<file path="src/rtl/piso_shift_tx_if.sv">
// Parallel-in / serial-out transmitter bus: parallel load handshake on one
// side, framed serial stream on the other.
interface piso_shift_tx_if #(
    parameter int WIDTH = 4
);
    logic [WIDTH-1:0] in;
    logic             load;
    logic             en;
    logic             ready;
    logic             sout;
    logic             sout_valid;
    logic             last;
    logic             done;

    // Producer of words / consumer of the serial stream.
    modport master (
        output in, load, en,
        input  ready, sout, sout_valid, last, done
    );

    // The transmitter itself.
    modport slave (
        input  in, load, en,
        output ready, sout, sout_valid, last, done
    );
endinterface

</file>
<file path="src/rtl/piso_shreg.sv">
// WIDTH-bit shift register with parallel load and zero-filled shift toward
// the output end. Also reports the bit that will sit at the output end after
// the next shift, so the owner can register sout without a combinational path.
module piso_shreg #(
    parameter int WIDTH     = 4,
    parameter bit MSB_FIRST = 1'b0
) (
    input  logic             clk,
    input  logic             reset,
    input  logic             load,
    input  logic             shift,
    input  logic [WIDTH-1:0] d,
    output logic             next_bit
);
    logic [WIDTH-1:0] shreg_reg;
    logic [WIDTH-1:0] shifted;

    // Build the shifted image bit by bit; the far end fills with zero.
    for (genvar gi = 0; gi < WIDTH; gi++) begin : g_bit
        if (MSB_FIRST) begin : g_msb
            if (gi == 0) begin : g_fill
                assign shifted[gi] = 1'b0;
            end else begin : g_move
                assign shifted[gi] = shreg_reg[gi-1];
            end
        end else begin : g_lsb
            if (gi == WIDTH - 1) begin : g_fill
                assign shifted[gi] = 1'b0;
            end else begin : g_move
                assign shifted[gi] = shreg_reg[gi+1];
            end
        end
    end

    assign next_bit = MSB_FIRST ? shifted[WIDTH-1] : shifted[0];

    // Load has priority over shift; the two are never requested together.
    always_ff @(posedge clk) begin
        if (reset) begin
            shreg_reg <= '0;
        end else if (load) begin
            shreg_reg <= d;
        end else if (shift) begin
            shreg_reg <= shifted;
        end
    end
endmodule

</file>
<file path="src/rtl/piso_shift_tx.sv">
// Parallel-in, serial-out transmitter: accepts a WIDTH-bit word when idle and
// streams it one bit per enabled clock with valid/last/done framing.
module piso_shift_tx #(
    parameter int WIDTH     = 4,
    parameter bit MSB_FIRST = 1'b0
) (
    input  logic              clk,
    input  logic              reset,
    piso_shift_tx_if.slave    bus
);
    localparam int CNT_W = (WIDTH > 1) ? $clog2(WIDTH) : 1;
    localparam logic [CNT_W-1:0] CNT_LAST = CNT_W'(WIDTH - 1);

    typedef enum logic {
        IDLE  = 1'b0,
        SHIFT = 1'b1
    } state_t;

    state_t           state_reg, state_next;
    logic [CNT_W-1:0] cnt_reg, cnt_next;
    logic [CNT_W-1:0] cnt_inc;
    logic             sout_reg, sout_next;
    logic             sout_valid_reg, sout_valid_next;
    logic             last_reg, last_next;
    logic             done_reg, done_next;
    logic             load_acc;
    logic             consume;
    logic             shreg_next_bit;
    logic             first_bit;

    assign cnt_inc   = cnt_reg + CNT_W'(1);
    assign first_bit = MSB_FIRST ? bus.in[WIDTH-1] : bus.in[0];

    piso_shreg #(
        .WIDTH     (WIDTH),
        .MSB_FIRST (MSB_FIRST)
    ) u_shreg (
        .clk      (clk),
        .reset    (reset),
        .load     (load_acc),
        .shift    (consume),
        .d        (bus.in),
        .next_bit (shreg_next_bit)
    );

    // State, counter and registered framing outputs.
    always_ff @(posedge clk) begin
        if (reset) begin
            state_reg      <= IDLE;
            cnt_reg        <= '0;
            sout_reg       <= 1'b0;
            sout_valid_reg <= 1'b0;
            last_reg       <= 1'b0;
            done_reg       <= 1'b0;
        end else begin
            state_reg      <= state_next;
            cnt_reg        <= cnt_next;
            sout_reg       <= sout_next;
            sout_valid_reg <= sout_valid_next;
            last_reg       <= last_next;
            done_reg       <= done_next;
        end
    end

    // Next-state and next-output logic; everything holds unless a load is
    // accepted or a bit is consumed. done is always a single-cycle pulse.
    always_comb begin
        state_next      = state_reg;
        cnt_next        = cnt_reg;
        sout_next       = sout_reg;
        sout_valid_next = sout_valid_reg;
        last_next       = last_reg;
        done_next       = 1'b0;
        load_acc        = 1'b0;
        consume         = 1'b0;
        case (state_reg)
            IDLE: begin
                if (bus.load) begin
                    load_acc        = 1'b1;
                    state_next      = SHIFT;
                    cnt_next        = '0;
                    sout_next       = first_bit;
                    sout_valid_next = 1'b1;
                    last_next       = (CNT_LAST == '0);
                end
            end
            SHIFT: begin
                if (bus.en) begin
                    consume = 1'b1;
                    if (last_reg) begin
                        state_next      = IDLE;
                        cnt_next        = '0;
                        sout_next       = 1'b0;
                        sout_valid_next = 1'b0;
                        last_next       = 1'b0;
                        done_next       = 1'b1;
                    end else begin
                        cnt_next  = cnt_inc;
                        sout_next = shreg_next_bit;
                        last_next = (cnt_inc == CNT_LAST);
                    end
                end
            end
            default: begin
                state_next = IDLE;
            end
        endcase
    end

    assign bus.ready      = (state_reg == IDLE);
    assign bus.sout       = sout_reg;
    assign bus.sout_valid = sout_valid_reg;
    assign bus.last       = last_reg;
    assign bus.done       = done_reg;
endmodule
</file>
<file path="src/flat_wrapper.sv">
// flat-port wrapper written by rule: the top's interface ports become plain ports
module piso_shift_tx_flat 
#(
    parameter int WIDTH     = 4,
    parameter bit MSB_FIRST = 1'b0
)
  (clk, reset, bus_in, bus_load, bus_en, bus_ready, bus_sout, bus_sout_valid, bus_last, bus_done);
  piso_shift_tx_if #(.WIDTH(WIDTH)) bus_i ();
  input  logic clk;
  input  logic reset;
  input wire logic [$bits(bus_i.in)-1:0] bus_in;
  input wire logic [$bits(bus_i.load)-1:0] bus_load;
  input wire logic [$bits(bus_i.en)-1:0] bus_en;
  output wire logic [$bits(bus_i.ready)-1:0] bus_ready;
  output wire logic [$bits(bus_i.sout)-1:0] bus_sout;
  output wire logic [$bits(bus_i.sout_valid)-1:0] bus_sout_valid;
  output wire logic [$bits(bus_i.last)-1:0] bus_last;
  output wire logic [$bits(bus_i.done)-1:0] bus_done;
  assign bus_i.in = bus_in;
  assign bus_i.load = bus_load;
  assign bus_i.en = bus_en;
  assign bus_ready = bus_i.ready;
  assign bus_sout = bus_i.sout;
  assign bus_sout_valid = bus_i.sout_valid;
  assign bus_last = bus_i.last;
  assign bus_done = bus_i.done;
  piso_shift_tx #(.WIDTH(WIDTH), .MSB_FIRST(MSB_FIRST)) u_core (.clk(clk), .reset(reset), .bus(bus_i));
endmodule
</file>
<file path="config.mk">
export PLATFORM = sky130hd
export DESIGN_NAME = piso_shift_tx_flat
export DESIGN_NICKNAME = d
export VERILOG_FILES = /design/src/rtl/piso_shift_tx_if.sv /design/src/rtl/piso_shreg.sv /design/src/rtl/piso_shift_tx.sv /design/src/flat_wrapper.sv
export SDC_FILE = /design/constraint.sdc
export NUM_CORES = 1
export LEC_CHECK = 0
export CORE_AREA = 2 2 39 41
export CTS_CLUSTER_DIAMETER = 200
export DETAILED_ROUTE_END_ITERATION = 8
export DIE_AREA = 0 0 41 43
export PLACE_DENSITY = 0.72
export REMOVE_ABC_BUFFERS = 1
export SYNTH_ARGS = -nofsm -noshare
export SYNTH_HDL_FRONTEND = slang
export SYNTH_HIERARCHICAL = 1
export SYNTH_SLANG_ARGS = --single-unit
</file>
<file path="constraint.sdc">
create_clock -name clk -period 1.5 [get_ports clk]
set_input_delay 0.375 -clock clk [delete_from_list [all_inputs] [get_ports clk]]
set_output_delay 0.375 -clock clk [all_outputs]
set_load 0.005 [all_outputs]
</file>
==> results of run 1 <==
worst register-to-register path, stage by stage (launching register included):
cell and delay [ns]:
dfxtp_4 0.34, buf_4 0.15, and2_1 0.20, or3b_1 0.36, a21oi_1 0.14
through the flow:
stage	power (mW)	setup TNS [ns]	std cells	util [%]	cell area (sq um)
global placement	0.3885	-0.5770	77	44.21	611.8
CTS	0.6362	0	83	48.19	666.9
floorplan	0.3401	0	46	-	449.2
detailed placement	0.3901	-0.6711	77	44.21	611.8
finish	0.6252	0	83	48.92	676.9
global route	0.6604	0	83	48.92	676.9
power groups by stage:
stage	clock network (mW)	registers, mW	logic (mW)
2_1_floorplan	0	0.295	0.0451
3_3_place_gp	0	0.296	0.0930
3_5_place_dp	0	0.296	0.0939
4_1_cts	0.251	0.287	0.0982
5_1_grt	0.264	0.289	0.108
6_report	0.240	0.288	0.0976
area by class of cell:
| class | count | area [sq um] |
|---|---|---|
| clock buffer | 4 | 36.28 |
| fill | 136 | 706.9 |
| inverter | 5 | 18.77 |
| multi-input combinational | 31 | 232.7 |
| sequential | 10 | 205.2 |
| tap | 16 | 20.02 |
| timing repair buffer | 17 | 163.9 |
kinds of logic after synthesis:
| logic type | after synthesis |
|---|---|
| compound gates | 10 |
| fa+ha+maj | 1 |
| flops | 10 |
| buf+inv | 6 |
| simple gates | 17 |
| mux | 3 |
metal layers:
metal	share of wire [%]	wire length, um
met1	42	385
met2	49	445
met3	7.0	64
met4	1.5	14
met5	0	0
timing repair:
action	CTS	global route
resized for setup	4	4
gates cloned	0	0
buffers inserted	2	0
setup endpoints to repair	2	6
worst max-delay path by stage:
stage	start	to	slack, ns	cells after the start
detailed placement	bus_load	u_core/bus.sout	-0.18	4
CTS	u_core/bus.sout	bus_sout	0.02	1
global route	u_core/bus.done	bus_done	0.009	1
finish	u_core/bus.done	bus_done	0.07	1
global placement	bus_load	u_core/bus.sout	-0.17	4
floorplan	bus_en	u_core/u_shreg/shreg_reg[3]	0.37	3
layout by cell type, fill, tap and decap left out:
| master | synthesis | final |
|---|---|---|
| clkdlybuf4s50_1 | 0 | 8 |
| dfxtp_1 | 10 | 8 |
| inv_1 | 5 | 5 |
| nor2_1 | 5 | 5 |
| buf_4 | 0 | 5 |
| a21oi_1 | 4 | 4 |
| clkbuf_4 | 0 | 3 |
| dlymetal6s2s_1 | 0 | 3 |
| nor2b_2 | 2 | 3 |
| nand3_1 | 3 | 3 |
| nand2_1 | 3 | 3 |
| mux2i_1 | 2 | 2 |
| a211oi_1 | 2 | 2 |
| clkbuf_8 | 0 | 1 |
| dlygate4sd2_1 | 0 | 1 |
| and2_1 | 1 | 1 |
| mux2i_2 | 1 | 1 |
| o21ai_0 | 1 | 1 |
| a22oi_1 | 1 | 1 |
| nor2b_1 | 2 | 1 |
| a21boi_4 | 1 | 1 |
| a2111oi_4 | 1 | 1 |
| ha_1 | 1 | 1 |
| dfxtp_2 | 0 | 1 |
| dfxtp_4 | 0 | 1 |
| or3b_1 | 1 | 1 |
==> run_results.csv, run 1 <==
group,metric,value,unit
status,status,"complete, no violations",
grt,grt_usage,12.58,%
min_path,hold_path_class,"flop to flop",
clocking,ctsHoldBuffers,0,
floorplanning,initial_utilization,33.27,%
floorplanning,die_w,41,um
synth,synth_most_common_cell,"dfxtp_1",
min_path,min_to,"u_core/cnt_reg[0]",
timing,setup_viol,0,
synth,synthXorXnorAreaFrac,0,%
place,dp_slack,-0.1845,ns
synth,syn-cell-area,460.4,sq um
timing,min_period_over_period,95.28,%
floorplanning,fp.dieArea,1763,sq um
timing,hold_slack,0.4668,ns
synth,synth-compound-area-share,20.38,%
floorplanning,io_pins,13,
floorplanning,fp.coreArea,1384,sq um
grt,grt_pass1_wl,1393,um
worst_setup_path,worstPathArrival,1.05,ns
clocking,worstSkewPairLatency,0.26,ns
grt,grt.busiest_layer,"met2",
timing,maxSlewHeadroom,71.78,%
grt,use_met3,5.236,%
worst_setup_path,cp_top_family,"buffers and inverters",
timing,setup_ws,0.07080,ns
grt,antenna_found_initial,0,
clocking,root_buffer,"clkbuf_4",
grt,grt_overflow,0,
worst_setup_path,cp_slowest_cell,"clkdlybuf4s50_1",
clocking,cts_sinks,10,
synth,synth_top_area_share,43.48,%
synth,avgSynthCellArea,9.797,sq um
power_and_ir_drop,switchingPower,141.3,uW
worst_setup_path,required,1.12,ns
drt,viasPerCell,4.578,
grt,grtUsageMet1,13.92,%
timing,fin_skew,0.002096,ns
place,gp_congestion,0.6551,
drt,wl_per_cell,10.96,um
worst_setup_path,end_kind,"output port",
timing,rsz0062_at_grt,"no",
clocking,path_clk_slew,0.07,ns
power_and_ir_drop,pwr-share-comb,15.6,%
clocking,htreeDepth,1,
timing,report.final.hold_viol_count,0,
worst_setup_path,ff2ff_path_depth,4,
floorplanning,rows,14,
drt,drtAntennaViolNets,0,
synth,yosys-top-cells-area,"dfxtp_1 43%, a2111oi_4 6.0%, a21oi_1 4.3%",
drt,wl,910,um
clocking,clk_path_buf_depth,2,
min_path,holdCritStartpoint,"u_core/cnt_reg[0]",
floorplanning,die_height,43,um
grt,grt_pass1_vias,354,
grt,use_met2,17.81,%
final_layout,n_antenna_cell,0,
final_layout,drive_above_1_share,25.37,%
synth,synthFlopType,"dfxtp_1",
worst_setup_path,max_stage_delay,0.49,ns
synth,netlist_instances,47,
synth,synth_top_cell_by_area,"dfxtp_1",
synth,synth_top_family_by_area,"compound AO/OA/AOI/OAI gates",
drt,drc,0,
timing,fmax,699.7,MHz
synth,synth-seq-area-share,43.48,%
clocking,numCtsBuffers,3,
synth,synth_mux_area_share,7.337,%
power_and_ir_drop,power.density,923.6,nW/um^2
synth,synth_adder_area_share,2.717,%
worst_setup_path,path_max_fanout,1,
power_and_ir_drop,p_sw_share,22.61,%
timing,max_slew.worst_pin.slew,0.4219,ns
power_and_ir_drop,internal_power,483.8,uW
power_and_ir_drop,pwr-share-seq,46.0,%
worst_setup_path,critPathKind,"flop to output port",
min_path,hold_path_depth,2,
final_layout,syn2layout_area_growth,47.01,%
worst_setup_path,reg2reg_to,"u_core/u_shreg/shreg_reg[3]",
timing,timing.final.crit_period,1.429,ns
power_and_ir_drop,pwr-share-clk,38.4,%
timing,finalMaxSlewViolations,0,
synth,synth_commonest_cells,"10 x dfxtp_1, 5 x inv_1, 5 x nor2_1",
worst_setup_path,start_kind,"flop",
synth,synthesis.yosys.warnings,6,
worst_setup_path,r2r-start,"u_core/state_reg",
final_layout,final_nets,77,
synth,synth-simple-area-share,19.57,%
final_layout,largest_register_ffs,3,
synth,ys_seq_elements,10,
synth,async_flop_share,0,%
clocking,cts_tree,"built",
worst_setup_path,r2r_setup_slack,0.24,ns
drt,drt_first_pass_iters,4,
flow_run,drv_cap,0,
drt,dr.first_iter.drc_count,4,
drt,vias,380,
synth,synth_edf_count,0,
synth,synth.distinct_cells,19,
grt,grt_max_degree,11,
worst_setup_path,path_cells,"clkdlybuf4s50_1",
place,io_buffers,12,
power_and_ir_drop,vdd_drop_max,0.4373,mV
worst_setup_path,cp_num_buf_inv,1,
power_and_ir_drop,power.leakage,0.3004,nW
Note: power is estimated with default switching activity, not from simulation.
==> run 2, diff against run 1 <==
--- a/config.mk
+++ b/config.mk
@@ -6,7 +6,8 @@
 export NUM_CORES = 1
 export LEC_CHECK = 0
 export CORE_AREA = 2 2 39 41
-export CTS_CLUSTER_DIAMETER = 200
+export CTS_BUF_LIST = sky130_fd_sc_hd__clkbuf_2
+export CTS_CLUSTER_DIAMETER = 120
 export DETAILED_ROUTE_END_ITERATION = 8
 export DIE_AREA = 0 0 41 43
 export PLACE_DENSITY = 0.72
@@ -15,3 +16,4 @@
 export SYNTH_HDL_FRONTEND = slang
 export SYNTH_HIERARCHICAL = 1
 export SYNTH_SLANG_ARGS = --single-unit
+export TNS_END_PERCENT = 10
==> run_results.csv, run 2 (synthesis results as in run 1) <==
group,metric,value,unit
floorplanning,fp.dieArea,1763,sq um
status,status,"complete, no violations",
worst_setup_path,cp_slowest_cell,"clkdlybuf4s50_1",
drt,wl_per_cell,10.32,um
timing,setup_viol,0,
timing,rsz0062_at_grt,"no",
timing,min_period_over_period,96.86,%
worst_setup_path,start_kind,"flop",
worst_setup_path,path_cells,"clkdlybuf4s50_1",
timing,maxSlewHeadroom,72.02,%
floorplanning,fp.coreArea,1384,sq um
grt,antenna_found_initial,0,
final_layout,n_antenna_cell,0,
final_layout,final_nets,76,
timing,tns,0,ns
worst_setup_path,path_max_fanout,2,
final_layout,layout_commonest_cell,"clkdlybuf4s50_1",
clocking,cts_tree,"built",
timing,hold_slack,0.4678,ns
grt,grt_pass1_vias,333,
clocking,path_clk_slew,0.11,ns
floorplanning,die_height,43,um
clocking,cts_sinks,10,
final_layout,syn2layout_area_growth,40.76,%
worst_setup_path,cp_top_family,"buffers and inverters",
floorplanning,die_w,41,um
timing,fin_skew,0.01102,ns
final_layout,nFillCells,131,
grt,grt_usage,11.26,%
drt,drt_first_pass_iters,2,
clocking,ctsHoldBuffers,0,
worst_setup_path,worstPathArrival,1.08,ns
power_and_ir_drop,power.density,832.2,nW/um^2
timing,fmax,688.3,MHz
drt,drtAntennaViolNets,0,
final_layout,drive_above_1_share,25.76,%
drt,drc,0,
clocking,numCtsBuffers,3,
clocking,worstSkewPairLatency,0.25,ns
timing,finalMaxSlewViolations,0,
timing,max_slew.worst_pin.slew,0.4184,ns
drt,wl,846,um
floorplanning,io_pins,13,
floorplanning,rows,14,
flow_run,drv_cap,0,
clocking,root_buffer,"clkbuf_2",
timing,timing.final.crit_period,1.453,ns
grt,grt_overflow,0,
drt,dr.first_iter.drc_count,5,
drt,viasPerCell,4.561,
power_and_ir_drop,vdd_drop_max,0.3725,mV
final_layout,final_cell_area,648.1,sq um
drt,vias,374,
timing,report.final.hold_viol_count,0,
worst_setup_path,max_stage_delay,0.49,ns
place,gp_congestion,0.6551,
final_layout,largest_register_ffs,3,
min_path,hold_path_class,"flop to flop",
place,postPlaceCellArea,611.8,sq um
worst_setup_path,critPathKind,"flop to output port",
power_and_ir_drop,power.leakage,0.2650,nW
place,io_buffers,12,
worst_setup_path,end_kind,"output port",
grt,grt_max_degree,11,
final_layout,utilization,46.84,%
worst_setup_path,cp_num_buf_inv,1,
clocking,clk_path_buf_depth,2,
grt,grt_pass1_wl,1290,um
worst_setup_path,required,1.12,ns
floorplanning,initial_utilization,33.27,%
clocking,htreeDepth,1,
final_layout,final_cell_mix,"9 x clkdlybuf4s50_1, 6 x dfxtp_1, 5 x inv_1, 5 x nor2_1",
[run 2: repair_timing]
item                                    CTS  global route
endpoints found under the setup margin    2             5
setup buffers                             1             0
resized for setup                         5             4
[run 2: metal layers]
layer / GRT usage, % / share of wire, % / routed length, um
met4: 8.000 / 0.71 / 6
met3: 5.236 / 7.3 / 62
met1: 14.19 / 47 / 395
met2: 14.37 / 45 / 381
met5: 0 / 0 / 0
[run 2: area by class of cell]
class | instances | area [sq um] | share of cell area, %
multi-input cells | 31 | 232.7 | 35.91
inverters | 5 | 18.77 | 2.896
well taps | 16 | 20.02 | 3.089
repair buffers | 16 | 150.1 | 23.17
flip-flops and latches | 10 | 207.7 | 32.05
clock inverters | 1 | 3.754 | 0.5792
clock buffers | 3 | 15.01 | 2.317
[run 2: where the power goes]
group          total (mW)  switching [mW]  leakage, nW  internal, mW
registers           0.289         0.00842       0.0837         0.280
logic              0.0983          0.0397        0.167        0.0587
clock network       0.152          0.0945       0.0140        0.0580
total               0.539           0.143        0.265         0.397
[run 2: per-stage QoR]
step | total power [mW] | instances | worst slack (ns)
5_1_grt | 0.5676 | 82 | 0.0001609
3_3_place_gp | 0.3885 | 77 | -0.1659
6_report | 0.5394 | 82 | 0.04712
4_1_cts | 0.5450 | 82 | 0.02188
3_5_place_dp | 0.3901 | 77 | -0.1845
2_1_floorplan | 0.3401 | 46 | 0.3736
[run 2: worst paths after layout]
path | depth (start not counted) | slack [ns] | startpoint | to
worst max-delay path | 1 | 0.05 | u_core/bus.sout_valid | bus_sout_valid
worst min-delay path | 2 | 0.47 | u_core/cnt_reg[0] | u_core/cnt_reg[0]
worst max register to register | 4 | 0.23 | u_core/state_reg | u_core/u_shreg/shreg_reg[3]
worst min register to register | 2 | 0.47 | u_core/cnt_reg[0] | u_core/cnt_reg[0]
[run 2: worst register-to-register path, cell delays in order, from the launching register on]
cell and delay [ns]:
dfxtp_4 0.36, buf_4 0.15, and2_1 0.20, or3b_1 0.37
a21oi_1 0.14
==> run 3, diff against run 2 <==
--- a/config.mk
+++ b/config.mk
@@ -6,11 +6,11 @@
 export NUM_CORES = 1
 export LEC_CHECK = 0
 export CORE_AREA = 2 2 39 41
-export CTS_BUF_LIST = sky130_fd_sc_hd__clkbuf_2
 export CTS_CLUSTER_DIAMETER = 120
 export DETAILED_ROUTE_END_ITERATION = 8
 export DIE_AREA = 0 0 41 43
-export PLACE_DENSITY = 0.72
+export DONT_BUFFER_PORTS = 1
+export PLACE_DENSITY = 0.59
 export REMOVE_ABC_BUFFERS = 1
 export SYNTH_ARGS = -nofsm -noshare
 export SYNTH_HDL_FRONTEND = slang
==> run_results.csv, run 3 (synthesis results as in run 1) <==
group,metric,value,unit
drt,viasPerCell,4.831,
grt,antenna_found_initial,0,
worst_setup_path,ff2ff_path_depth,3,
min_path,hold_path_class,"primary input to flop",
floorplanning,initial_utilization,33.27,%
place,dp_slack,0.2614,ns
grt,grt_pass1_wl,1186,um
timing,rsz0062_at_grt,"no",
final_layout,utilization,35.53,%
grt,grt_max_degree,11,
timing,max_slew.worst_pin.slew,0.4046,ns
worst_setup_path,critPathKind,"flop to flop",
clocking,root_buffer,"clkbuf_4",
clocking,htreeDepth,1,
drt,drc,0,
power_and_ir_drop,power.density,1050,nW/um^2
timing,fmax,828.1,MHz
grt,grt_overflow,0,
power_and_ir_drop,total_power,516.4,uW
grt,grt_pass1_vias,327,
clocking,post_cts_buffers,0,
final_layout,final_cell_area,491.7,sq um
timing,hold_slack,0.1770,ns
timing,report.final.hold_viol_count,0,
timing,setup_ws,0.2924,ns
final_layout,largest_register_ffs,3,
final_layout,multi_input_area,230.2,sq um
final_layout,layout.area.seq,200.2,sq um
grt,grt_usage,10.17,%
final_layout,n_antenna_cell,0,
final_layout,final_cell_mix,"10 x dfxtp_1, 5 x inv_1, 5 x nor2_1",
final_layout,finalNonFillerCells,65,
floorplanning,rows,14,
worst_setup_path,required,1.63,ns
clocking,worstSkewPairLatency,0.26,ns
status,status,"complete, no violations",
clocking,cts_sinks,10,
clocking,cts_tree,"built",
timing,min_period_over_period,80.51,%
drt,dr.first_iter.drc_count,6,
place,place_inst,62,
power_and_ir_drop,power.leakage,0.1730,nW
timing,finalMaxSlewViolations,0,
timing,fin_skew,0.005600,ns
timing,maxSlewHeadroom,72.97,%
floorplanning,fp.coreArea,1384,sq um
drt,drtAntennaViolNets,0,
timing,setup_viol,0,
floorplanning,die_w,41,um
worst_setup_path,worstPathArrival,1.33,ns
power_and_ir_drop,vdd_drop_max,0.3594,mV
clocking,ctsHoldBuffers,0,
clocking,cts.repair.resized,0,
drt,vias,314,
place,hpwl,583,um
clocking,clk_path_buf_depth,2,
final_layout,nFillCells,150,
floorplanning,fp.dieArea,1763,sq um
place,postPlaceCellArea,469.2,sq um
final_layout,layout_commonest_cell,"dfxtp_1",
drt,wl,764,um
worst_setup_path,start_kind,"flop",
floorplanning,io_pins,13,
timing,timing.final.crit_period,1.208,ns
final_layout,syn2layout_area_growth,6.793,%
clocking,numCtsBuffers,3,
place,io_buffers,0,
worst_setup_path,path_max_fanout,7,
place,gp_congestion,0.6566,
floorplanning,die_height,43,um
flow_run,drv_cap,0,
clocking,path_clk_slew,0.06,ns
min_path,hold_path_depth,1,
drt,wl_per_cell,11.75,um
final_layout,final_nets,60,
worst_setup_path,end_kind,"flop",
timing,tns,0,ns
final_layout,drive_above_1_share,16.33,%
drt,drt_first_pass_iters,4,
run 3: area by class of cell:
cell class / count / area share [%]
Tap cell: 16 / 4.071
Multi-Input combinational cell: 31 / 46.82
Clock buffer: 3 / 4.580
Sequential cell: 10 / 40.71
Inverter: 5 / 3.817
run 3: final timing paths:
path	end	slack, ns	startpoint
max reg2reg	u_core/bus.sout	0.29	u_core/state_reg
max	u_core/bus.sout	0.29	u_core/state_reg
min	u_core/bus.last	0.18	reset
min reg2reg	u_core/cnt_reg[0]	0.45	u_core/cnt_reg[0]
run 3: routing by layer:
metal,global-route usage (%),vias up,share of wire [%]
li1,-,164,-
met1,12.01,140,49
met2,14.37,10,47
met3,3.141,0,4.6
met4,8.000,0,0
met5,0,-,0
run 3: report_power, final:
part           internal [mW]  switching [mW]  leakage (nW)
logic                 0.0264          0.0249        0.0770
registers              0.280          0.0107        0.0822
clock network         0.0922          0.0820        0.0138
total                  0.399           0.118         0.173
run 3: critical path, stage by stage (launching register included):
cell	delay, ns
dfxtp_1	0.36
nor2b_1	0.36
nor2b_1	0.27
a2111oi_4	0.08
